==> src/rtl/cacheline_mem_responder_pkg.sv <==
// Shared constants, FSM state type and address alignment helper for the
// cacheline responder.
package cacheline_mem_responder_pkg;
  localparam int ADDR_BITS = 32;
  localparam int CL_BITS   = 256;
  localparam int BEAT_BITS = 64;
  localparam int BEATS     = CL_BITS / BEAT_BITS;
  localparam int CNT_W     = $clog2(BEATS);
  localparam int OFS_BITS  = $clog2(CL_BITS / 8);

  typedef enum logic [2:0] {IDLE, RD_CMD, RD_DATA, WR_DATA, RESP} cl_resp_state_t;

  function automatic logic [ADDR_BITS-1:0] align_addr(input logic [ADDR_BITS-1:0] a);
    return {a[ADDR_BITS-1:OFS_BITS], {OFS_BITS{1'b0}}};
  endfunction
endpackage

==> src/rtl/cacheline_mem_responder_if.sv <==
// Cacheline request side plus banked burst-memory side of the responder.
// master = dcache/memory environment, slave = the responder itself.
interface cacheline_mem_responder_if;
  import cacheline_mem_responder_pkg::*;

  logic [ADDR_BITS-1:0] cl_addr;
  logic                 cl_read;
  logic                 cl_write;
  logic [CL_BITS-1:0]   cl_wdata;
  logic [CL_BITS-1:0]   cl_rdata;
  logic                 cl_resp;

  logic [ADDR_BITS-1:0] bmem_addr;
  logic                 bmem_read;
  logic                 bmem_write;
  logic [BEAT_BITS-1:0] bmem_wdata;
  logic                 bmem_ready;
  logic [ADDR_BITS-1:0] bmem_raddr;
  logic [BEAT_BITS-1:0] bmem_rdata;
  logic                 bmem_rvalid;

  modport master (
    output cl_addr, cl_read, cl_write, cl_wdata,
    input  cl_rdata, cl_resp,
    input  bmem_addr, bmem_read, bmem_write, bmem_wdata,
    output bmem_ready, bmem_raddr, bmem_rdata, bmem_rvalid
  );

  modport slave (
    input  cl_addr, cl_read, cl_write, cl_wdata,
    output cl_rdata, cl_resp,
    output bmem_addr, bmem_read, bmem_write, bmem_wdata,
    input  bmem_ready, bmem_raddr, bmem_rdata, bmem_rvalid
  );
endinterface

==> src/rtl/cacheline_mem_responder_cl_beat_shifter.sv <==
// Line buffer and beat counter: whole-line load, per-beat insert at the
// counter position, and beat extract at an arbitrary index.
module cacheline_mem_responder_cl_beat_shifter
  import cacheline_mem_responder_pkg::*;
(
  input  logic                 clk,
  input  logic                 rst,
  input  logic                 load_i,
  input  logic [CL_BITS-1:0]   line_i,
  input  logic                 ins_vld_i,
  input  logic [BEAT_BITS-1:0] ins_beat_i,
  input  logic                 cnt_clr_i,
  input  logic                 cnt_inc_i,
  input  logic [CNT_W-1:0]     ext_idx_i,
  output logic [CNT_W-1:0]     cnt_o,
  output logic [CL_BITS-1:0]   line_o,
  output logic [BEAT_BITS-1:0] ext_beat_o
);
  // Beat 0 occupies the low 64 bits of the flat line.
  logic [BEATS-1:0][BEAT_BITS-1:0] line_q;
  logic [CNT_W-1:0]                cnt_q;

  always_ff @(posedge clk) begin
    if (rst) begin
      line_q <= '0;
      cnt_q  <= '0;
    end else begin
      if (load_i)
        line_q <= line_i;
      else if (ins_vld_i)
        line_q[cnt_q] <= ins_beat_i;
      if (cnt_clr_i)
        cnt_q <= '0;
      else if (cnt_inc_i)
        cnt_q <= cnt_q + CNT_W'(1);
    end
  end

  assign cnt_o      = cnt_q;
  assign line_o     = line_q;
  assign ext_beat_o = line_q[ext_idx_i];
endmodule

==> src/rtl/cacheline_mem_responder.sv <==
// Cacheline responder: splits one 256-bit line read/write into 64-bit bursts.
// Optional sticky protocol error output when CL_RESP_ERR_EN is defined.
module cacheline_mem_responder
  import cacheline_mem_responder_pkg::*;
(
  input  logic clk,
  input  logic rst,
  cacheline_mem_responder_if.slave bus
`ifdef CL_RESP_ERR_EN
  ,
  output logic err
`endif
);
  localparam logic [CNT_W-1:0] LAST = CNT_W'(BEATS - 1);

  cl_resp_state_t       state_q, state_d;
  logic [ADDR_BITS-1:0] addr_q, addr_d;
  logic [BEAT_BITS-1:0] wdata_q, wdata_d;
  logic                 rd_q, rd_d, wr_q, wr_d, resp_q, resp_d;

  logic                 load, ins_vld, cnt_clr, cnt_inc;
  logic [CNT_W-1:0]     cnt, ext_idx;
  logic [CL_BITS-1:0]   line;
  logic [BEAT_BITS-1:0] ext_beat;

  cacheline_mem_responder_cl_beat_shifter u_shifter (
    .clk        (clk),
    .rst        (rst),
    .load_i     (load),
    .line_i     (bus.cl_wdata),
    .ins_vld_i  (ins_vld),
    .ins_beat_i (bus.bmem_rdata),
    .cnt_clr_i  (cnt_clr),
    .cnt_inc_i  (cnt_inc),
    .ext_idx_i  (ext_idx),
    .cnt_o      (cnt),
    .line_o     (line),
    .ext_beat_o (ext_beat)
  );

  // Write beats are pre-fetched one ahead so bmem_wdata stays registered.
  assign ext_idx = cnt + CNT_W'(1);

  always_comb begin
    state_d = state_q;
    addr_d  = addr_q;
    wdata_d = wdata_q;
    rd_d    = 1'b0;
    wr_d    = 1'b0;
    resp_d  = 1'b0;
    load    = 1'b0;
    ins_vld = 1'b0;
    cnt_clr = 1'b0;
    cnt_inc = 1'b0;
    case (state_q)
      IDLE: begin
        if (bus.cl_write) begin
          state_d = WR_DATA;
          addr_d  = align_addr(bus.cl_addr);
          wdata_d = bus.cl_wdata[BEAT_BITS-1:0];
          wr_d    = 1'b1;
          load    = 1'b1;
          cnt_clr = 1'b1;
        end else if (bus.cl_read) begin
          state_d = RD_CMD;
          addr_d  = align_addr(bus.cl_addr);
          rd_d    = 1'b1;
        end
      end
      RD_CMD: begin
        if (bus.bmem_ready) begin
          state_d = RD_DATA;
          cnt_clr = 1'b1;
        end else begin
          rd_d = 1'b1;
        end
      end
      RD_DATA: begin
        if (bus.bmem_rvalid) begin
          ins_vld = 1'b1;
          cnt_inc = 1'b1;
          if (cnt == LAST) begin
            state_d = RESP;
            resp_d  = 1'b1;
          end
        end
      end
      WR_DATA: begin
        wr_d = 1'b1;
        if (bus.bmem_ready) begin
          cnt_inc = 1'b1;
          if (cnt == LAST) begin
            state_d = RESP;
            wr_d    = 1'b0;
            resp_d  = 1'b1;
          end else begin
            wdata_d = ext_beat;
          end
        end
      end
      RESP:    state_d = IDLE;
      default: state_d = IDLE;
    endcase
  end

  always_ff @(posedge clk) begin
    if (rst) begin
      state_q <= IDLE;
      addr_q  <= '0;
      wdata_q <= '0;
      rd_q    <= 1'b0;
      wr_q    <= 1'b0;
      resp_q  <= 1'b0;
    end else begin
      state_q <= state_d;
      addr_q  <= addr_d;
      wdata_q <= wdata_d;
      rd_q    <= rd_d;
      wr_q    <= wr_d;
      resp_q  <= resp_d;
    end
  end

  assign bus.bmem_addr  = addr_q;
  assign bus.bmem_read  = rd_q;
  assign bus.bmem_write = wr_q;
  assign bus.bmem_wdata = wdata_q;
  assign bus.cl_resp    = resp_q;
  assign bus.cl_rdata   = line;

`ifdef CL_RESP_ERR_EN
  logic err_q, err_d;

  always_comb begin
    err_d = err_q;
    if (bus.bmem_rvalid && ((state_q != RD_DATA) || (bus.bmem_raddr != addr_q)))
      err_d = 1'b1;
  end

  always_ff @(posedge clk) begin
    if (rst) err_q <= 1'b0;
    else     err_q <= err_d;
  end

  assign err = err_q;
`endif
endmodule

==> src/flat_wrapper.sv <==
// flat-port wrapper written by rule: the top's interface ports become plain ports
module cacheline_mem_responder_flat import cacheline_mem_responder_pkg::*;
  (clk, rst, bus_cl_addr, bus_cl_read, bus_cl_write, bus_cl_wdata, bus_cl_rdata, bus_cl_resp, bus_bmem_addr, bus_bmem_read, bus_bmem_write, bus_bmem_wdata, bus_bmem_ready, bus_bmem_raddr, bus_bmem_rdata, bus_bmem_rvalid);
  cacheline_mem_responder_if bus_i ();
  input  logic clk;
  input  logic rst;
  input wire logic [$bits(bus_i.cl_addr)-1:0] bus_cl_addr;
  input wire logic [$bits(bus_i.cl_read)-1:0] bus_cl_read;
  input wire logic [$bits(bus_i.cl_write)-1:0] bus_cl_write;
  input wire logic [$bits(bus_i.cl_wdata)-1:0] bus_cl_wdata;
  output wire logic [$bits(bus_i.cl_rdata)-1:0] bus_cl_rdata;
  output wire logic [$bits(bus_i.cl_resp)-1:0] bus_cl_resp;
  output wire logic [$bits(bus_i.bmem_addr)-1:0] bus_bmem_addr;
  output wire logic [$bits(bus_i.bmem_read)-1:0] bus_bmem_read;
  output wire logic [$bits(bus_i.bmem_write)-1:0] bus_bmem_write;
  output wire logic [$bits(bus_i.bmem_wdata)-1:0] bus_bmem_wdata;
  input wire logic [$bits(bus_i.bmem_ready)-1:0] bus_bmem_ready;
  input wire logic [$bits(bus_i.bmem_raddr)-1:0] bus_bmem_raddr;
  input wire logic [$bits(bus_i.bmem_rdata)-1:0] bus_bmem_rdata;
  input wire logic [$bits(bus_i.bmem_rvalid)-1:0] bus_bmem_rvalid;
  assign bus_i.cl_addr = bus_cl_addr;
  assign bus_i.cl_read = bus_cl_read;
  assign bus_i.cl_write = bus_cl_write;
  assign bus_i.cl_wdata = bus_cl_wdata;
  assign bus_cl_rdata = bus_i.cl_rdata;
  assign bus_cl_resp = bus_i.cl_resp;
  assign bus_bmem_addr = bus_i.bmem_addr;
  assign bus_bmem_read = bus_i.bmem_read;
  assign bus_bmem_write = bus_i.bmem_write;
  assign bus_bmem_wdata = bus_i.bmem_wdata;
  assign bus_i.bmem_ready = bus_bmem_ready;
  assign bus_i.bmem_raddr = bus_bmem_raddr;
  assign bus_i.bmem_rdata = bus_bmem_rdata;
  assign bus_i.bmem_rvalid = bus_bmem_rvalid;
  cacheline_mem_responder u_core (.clk(clk), .rst(rst), .bus(bus_i));
endmodule
==> config.mk <==
export PLATFORM = sky130hd
export DESIGN_NAME = cacheline_mem_responder_flat
export DESIGN_NICKNAME = d
export VERILOG_FILES = /design/src/rtl/cacheline_mem_responder_pkg.sv /design/src/rtl/cacheline_mem_responder_if.sv /design/src/rtl/cacheline_mem_responder_cl_beat_shifter.sv /design/src/rtl/cacheline_mem_responder.sv /design/src/flat_wrapper.sv
export SDC_FILE = /design/constraint.sdc
export NUM_CORES = 1
export LEC_CHECK = 0
export CORE_AREA = 2 2 288 290
export DETAILED_ROUTE_END_ITERATION = 6
export DIE_AREA = 0 0 290 292
export GPL_TIMING_DRIVEN = 0
export PLACE_DENSITY = 0.55
export SYNTH_ARGS = -nofsm -noshare
export SYNTH_HDL_FRONTEND = slang
export SYNTH_SLANG_ARGS = --single-unit
==> constraint.sdc <==
create_clock -name clk -period 3.7 [get_ports clk]
set_input_delay 1.11 -clock clk [delete_from_list [all_inputs] [get_ports clk]]
set_output_delay 1.11 -clock clk [all_outputs]
set_load 0.02 [all_outputs]
==> results.cfg, run 1 <==
[outcome]
status = complete, no violations

[global_route]
grt_max_degree = 14
globalRoute.busiestLayer = met2
grtUsageMet3_pct = 5.21
antenna_found_initial = 9
grtUsageMet2_pct = 41.0
grt_pass1_vias = 19700
grt.met1_usage_pct = 28.9
grt_usage_pct = 23.9
grt_overflow = 0
grt_pass1_wl_um = 148000

[logic_synthesis]
synth_top_family_by_area = simple AND/OR/NAND/NOR gates
synth_flop_cell = dfxtp_1
synth-compound-area-share_pct = 17.6
yosys.area_share.simple_pct = 24.9
synth_fa_ha_area_share_pct = 0.290
synth-edff-count = 0
synthDistinctLibCells = 35
yosys-top-cells-area = dfxtp_1 (41%), a311oi_1 (16%), nand2_1 (9.6%), mux4_2 (8.4%), nand3_1 (7.6%)
synth-seq-cells = 355
avgSynthCellArea_um2 = 8.33
synth_top_cell_by_area = dfxtp_1
ys_warn_count = 0
synth_cells = 2071
synthArstFlopShare_pct = 0
synth_top_area_share_pct = 41.2
synth_mux_area_share_pct = 8.54
synth-xor-area-share_pct = 0.0508
netlist_area_um2 = 17300
seq_area_frac_synth_pct = 41.2

[clocking]
htreeDepth = 2
root_buffer = clkbuf_16
cts_tree = done
hold_buffers = 0
clk_pin_slew_worst_paths_ps = 60
clk_path_buf_depth = 3
cts_sinks = 355
post_cts_buffers = 0
cts_made_buffers = 43
clk_latency_ps = 580

[detailed_routing]
viasPerCell = 5.14
drc = 0
wl_per_cell_um = 26.9
routed_wl_um = 106000
detail_route.first_pass.iterations = 5
vias = 20200
first_iter_violations = 1817
drt.antenna.violating_nets = 0

[pwr]
ir_worst_vdd_uv = 238
power.internal_w = 0.00860
p_total_w = 0.0134
power.density_nw_per_um2 = 494
switching_share_pct = 35.7
power_frac_comb_pct = 32.2
p_switching_w = 0.00477
seq_power_share_pct = 35.4
p_leak_nw = 9.19
pwr-share-clk_pct = 32.4

[timing]
clock_skew_ps = 22.6
worstMarginPinSlew_ps = 1380
setup_viol = 0
slew_viol_final = 0
finalHoldViolations = 0
period_minus_slack_ps = 3570
fin_crit_sh_pct = 96.5
final.setup.tns_ps = 0
fmax_ghz = 0.280
relSlewSlack_pct = 8.01
rsz0062_at_grt = no

[setup_path]
critPathRequiredTime_ps = 4160
cp_max_fo = 10
worstSetupStartpointType = flop
arrival_ps = 4030
worstSetupEndpointType = flop
crit_type = reg -> reg

[placement]
dp.cells = 3846
io_buffer_count = 701
dp_hpwl_um = 82700
dpl_cell_area_um2 = 25600
globalplace.congestion = 0.881

[floorplan]
coreArea_um2 = 81600
initial_utilization_pct = 21.1
die_height_um = 292
die_area_um2 = 84700
num_rows = 105
ios = 745
die_x_um = 290

[finish]
finalNetCount = 3215
fill_cells = 8661
final_area_um2 = 27000
layout.cells.non_filler = 3930
drive_above_1_share_pct = 9.47
final_util_pct = 33.1
syn2layout_area_growth_pct = 56.7

[worst_hold_path]
hp-class = reg -> reg

[run]
drv_cap = 0
-- registers in the layout, indices dropped and copies added (netlist names) --
signal	count
u_core.state_q	3
u_core.bus.bmem_addr	27
u_core.u_shifter.line_o	256
u_core.bus.bmem_wdata	64
u_core.bus.cl_resp	1
u_core.u_shifter.cnt_o	2
u_core.bus.bmem_write	1
u_core.bus.bmem_read	1
-- repair_timing --
| action | 4_1_cts | 5_1_grt |
|---|---|---|
| resized for setup | 1 | 3 |
| endpoints found under the setup margin | 32 | 8 |
| hold endpoints to repair | 0 | 0 |
| gates cloned | 0 | 0 |
| pin swaps | 0 | 0 |
-- logic make-up after synthesis --
group / count (synthesis)
flops: 355
other cells: 1
buf+inv: 240
xor+xnor: 1
fa+ha+maj: 4
simple gates: 1043
compound gates: 360
mux: 67
-- layer usage --
layer | wire length [um] | vias up
met4 | 4270 | 2
li1 | - | 9063
met2 | 51300 | 1117
met3 | 8590 | 180
met1 | 41400 | 9847
met5 | 12 | -
-- power groups by stage --
stage          logic (W)  clock network (W)  registers (W)
3_3_place_gp     0.00428                  0        0.00479
6_report         0.00430            0.00433        0.00472
3_5_place_dp     0.00429                  0        0.00479
5_1_grt          0.00455            0.00451        0.00476
2_1_floorplan    0.00157                  0        0.00517
4_1_cts          0.00431            0.00438        0.00471
-- worst max-delay path: stages (launching register included) --
cell and delay, ps:
dfxtp_1 570, ha_1 210, clkbuf_1 690, clkbuf_1 760, clkbuf_1 710, nand3_1 160, a311oi_1 340
-- cells in the mapped netlist (2+ instances only) --
cell and count:
nor4_1 3, mux2i_1 2, a21oi_2 4, nor3_1 2, a21oi_1 30, o21ai_0 2, a311oi_1 320, or2_1 2
ha_1 4, buf_1 4, mux4_2 64, buf_2 86, buf_4 19, buf_6 27, nand3_1 262, nand2_1 441
dfxtp_1 355, nor2_1 325, inv_1 4, clkbuf_1 100
-- metrics by stage --
stage / hold WS, ps / worst slack, ps
after floorplan: 514 / 1230
after global placement: 443 / -401
after detailed placement: 447 / -118
after CTS: 455 / 113
after global routing: 472 / 72.0
final: 453 / 131
-- placed cells by master (no fill, tap or decap), types with 2 or more instances in the layout --
cell type	count
nand2_1	441
o21ai_0	2
a21oi_2	4
diode_2	8
clkinv_4	2
a21oi_1	30
a311oi_1	320
nand3_1	262
dfxtp_1	355
nor4_1	3
ha_1	4
clkbuf_8	6
clkbuf_16	45
inv_1	4
or2_1	2
mux2i_1	2
bufinv_16	2
buf_2	84
conb_1	5
buf_4	20
clkdlybuf4s50_1	701
nor3_1	2
buf_1	4
clkinv_2	5
clkbuf_2	3
clkinvlp_4	2
mux4_2	64
buf_6	27
nor2_1	325
clkbuf_1	111
-- path summary, 6_finish.rpt --
| check | cells after the start | from | end | slack [ps] |
|---|---|---|---|---|
| hold reg to reg | 2 | u_core.bus.bmem_addr[29] | u_core.bus.bmem_addr[29] | 450 |
| setup reg to reg | 6 | u_core.u_shifter.cnt_o[0] | u_core.u_shifter.line_o[228] | 130 |
| hold / removal | 2 | u_core.bus.bmem_addr[29] | u_core.bus.bmem_addr[29] | 450 |
| setup / recovery | 6 | u_core.u_shifter.cnt_o[0] | u_core.u_shifter.line_o[228] | 130 |
-- area by class of cell --
| cell class | count | area (um^2) | area share (%) |
|---|---|---|---|
| Antenna cell | 8 | 20.0 | 0.0741 |
| Buffer | 236 | 1280 | 4.72 |
| Clock buffer | 65 | 1260 | 4.67 |
| Clock inverter | 11 | 118 | 0.435 |
| Inverter | 4 | 15.0 | 0.0555 |
| Multi-Input combinational cell | 1480 | 8880 | 32.8 |
| Sequential cell | 355 | 7110 | 26.3 |
| Tap cell | 1070 | 1340 | 4.95 |
| Timing Repair Buffer | 701 | 7020 | 26.0 |
Power figures use the tool's default switching activity.
==> run 2: changes to the inputs <==
Settings changed: ABC_AREA set to 1, CORE_AREA 2 2 288 290 to 2 2 289 291, DIE_AREA 0 0 290 292 to 0 0 291 293, PLACE_DENSITY 0.55 to 0.58.
==> results.cfg, run 2 <==
[outcome]
status = finished with violations
violations = max-capacitance violations, max-slew violations

[logic_synthesis]
synth_cells = 3265
synth-edff-count = 0
seq_area_frac_synth_pct = 36.2
synth_top_cell_by_area = dfxtp_1
synth_top_area_share_pct = 36.2
avgSynthCellArea_um2 = 6.01
synth-seq-cells = 355
synthArstFlopShare_pct = 0
synthTopCellsByCount = nand2_1 (980), nor2_1 (708), nand3_1 (389)
yosys-top-cells-area = dfxtp_1 (36%), nand2_1 (19%), nor2_1 (14%), nand3_1 (9.9%), o21ai_1 (4.5%)
synth_flop_cell = dfxtp_1
ys_warn_count = 0
netlist_area_um2 = 19600
synth_most_common_cell = nand2_1
synthDistinctLibCells = 30

[floorplan]
die_area_um2 = 85300
ios = 745
initial_utilization_pct = 24.0
die_height_um = 293
num_rows = 105
die_x_um = 291
coreArea_um2 = 81800

[setup_path]
timing.rr.end = u_core.u_shifter.line_o[55]
arrival_ps = 3970
crit_type = reg -> reg
critPathRequiredTime_ps = 4220
timing.rr.start = u_core.u_shifter.cnt_o[0]
reg2regPathDepth = 9
worstSetupEndpointType = flop
worstSetupStartpointType = flop
reg2reg_slack_ps = 260
cp_max_fo = 11

[detailed_routing]
drc = 0
routed_wl_um = 118000
viasPerCell = 4.81
first_iter_violations = 2153
drt.antenna.violating_nets = 0
vias = 24700
wl_per_cell_um = 23.0
detail_route.first_pass.iterations = 6

[timing]
worstMarginPinSlew_ps = 1500
clock_skew_ps = 14.9
finalHoldViolations = 0
period_minus_slack_ps = 3440
fin_ws_ps = 257
final.setup.tns_ps = 0
fmax_ghz = 0.290
holdWs_ps = 443
slew_viol_final = 10
setup_viol = 0
relSlewSlack_pct = -0.128
rsz0062_at_grt = no
fin_crit_sh_pct = 93.0

[finish]
syn2layout_area_growth_pct = 50.4
layout_commonest_cell = nand2_1
largest_register_ffs = 256
layout.cells.non_filler = 5129
finalNetCount = 4413
drive_above_1_share_pct = 5.66
final_cell_mix = nand2_1 (980), nor2_1 (708), clkdlybuf4s50_1 (702)

[worst_hold_path]
holdPathStages = 2
hp-class = reg -> reg
holdCritStartpoint = u_core.bus.bmem_addr[26]
hold_end = u_core.bus.bmem_addr[26]

[global_route]
grt_usage_pct = 26.6
grt_pass1_wl_um = 166000
grt_max_degree = 13
grt_overflow = 0
antenna_found_initial = 23
grt_pass1_vias = 23100

[placement]
pre_cts_slack_ps = -939
dp_hpwl_um = 90800
io_buffer_count = 702
dp.cells = 5041
globalplace.congestion = 0.946

[run]
drv_cap = 1

[clocking]
clk_latency_ps = 590
htreeDepth = 2
hold_buffers = 0
cts_sinks = 355
cts_made_buffers = 46
clk_pin_slew_worst_paths_ps = 60
clk_path_buf_depth = 3
root_buffer = clkbuf_16
cts_tree = done

[pwr]
power.density_nw_per_um2 = 591
p_leak_nw = 13.2
ir_worst_vdd_uv = 218
[run 2: changes by cell type after synthesis, moves of 8 or more]
cell      delta
a211oi_1    +64
a311oi_1   -320
buf_4        +8
buf_6       -10
clkbuf_1    +16
inv_1      +159
inv_2        +9
mux4_2      -64
nand2_1    +539
nand3_1    +127
nor2_1     +383
o21ai_0    +105
o21ai_1    +177
[run 2: cell type report]
cell class | instances | area, um^2
fillers | 9011 | 52400
well taps | 1070 | 1340
clock buffers | 65 | 1350
multi-input cells | 2479 | 10500
inverters | 174 | 659
flip-flops and latches | 355 | 7110
diodes | 11 | 27.5
plain buffers | 260 | 1350
clock inverters | 12 | 118
repair buffers | 703 | 7030
[run 2: what timing repair did]
action,4_1_cts,5_1_grt
gates resized for setup,3,0
setup buffers,1,0
setup endpoints to repair,188,0
[run 2: critical path, stage by stage (launching register included)]
cell and delay, ps:
dfxtp_1 430, clkinvlp_4 160, clkbuf_1 490, ha_1 270
clkbuf_1 1090, clkbuf_1 540, nand3_1 140, nand2_1 90
nor2_1 40, nor2_1 120
[run 2: kinds of logic (layout without fill, tap and decap cells)]
| logic type | count (synthesis) | after routing | share of synthesized area (%) |
|---|---|---|---|
| simple gates | 2086 | 2086 | 42.6 |
| flops | 355 | 355 | 36.2 |
| other cells | 1 | 16 | 0.0191 |
| fa+ha+maj | 4 | 4 | 0.255 |
| compound gates | 384 | 384 | 10.7 |
| buf+inv | 435 | 1214 | 10.2 |
[run 2: worst max-delay path by stage]
stage / from / to / slack (ps) / depth (start not counted)
after CTS: u_core.u_shifter.cnt_o[0] / u_core.bus.bmem_wdata[25] / 310 / 10
after floorplan: u_core.u_shifter.cnt_o[0] / u_core.bus.bmem_wdata[54] / 1480 / 10
after detailed placement: u_core.u_shifter.cnt_o[0] / u_core.bus.bmem_wdata[31] / -940 / 11
after global placement: u_core.u_shifter.cnt_o[0] / u_core.bus.bmem_wdata[25] / -940 / 11
after global routing: u_core.u_shifter.cnt_o[0] / u_core.u_shifter.line_o[24] / 180 / 9
final: u_core.u_shifter.cnt_o[0] / u_core.u_shifter.line_o[55] / 260 / 9
[run 2: metal layers]
metal	up-vias	part of all wire, %	track usage [%]
met5	-	0.051	0
met4	8	3.8	10.0
met3	198	7.6	4.92
met2	1133	47	45.1
met1	11500	41	33.4
li1	11900	-	-
[run 2: through the flow]
step	total power, W	utilization [%]	instance area, um^2
2_1_floorplan	0.00908	-	19600
3_3_place_gp	0.0129	34.2	28000
3_5_place_dp	0.0129	34.2	28000
4_1_cts	0.0175	36.0	29500
6_report	0.0174	36.0	29500
5_1_grt	0.0183	36.0	29500
[run 2: power by group]
part | leakage (nW) | internal (W) | switching, W
Sequential | 2.93 | 0.00461 | 0.000711
Combinational | 9.56 | 0.00288 | 0.00469
Clock | 0.715 | 0.00265 | 0.00190
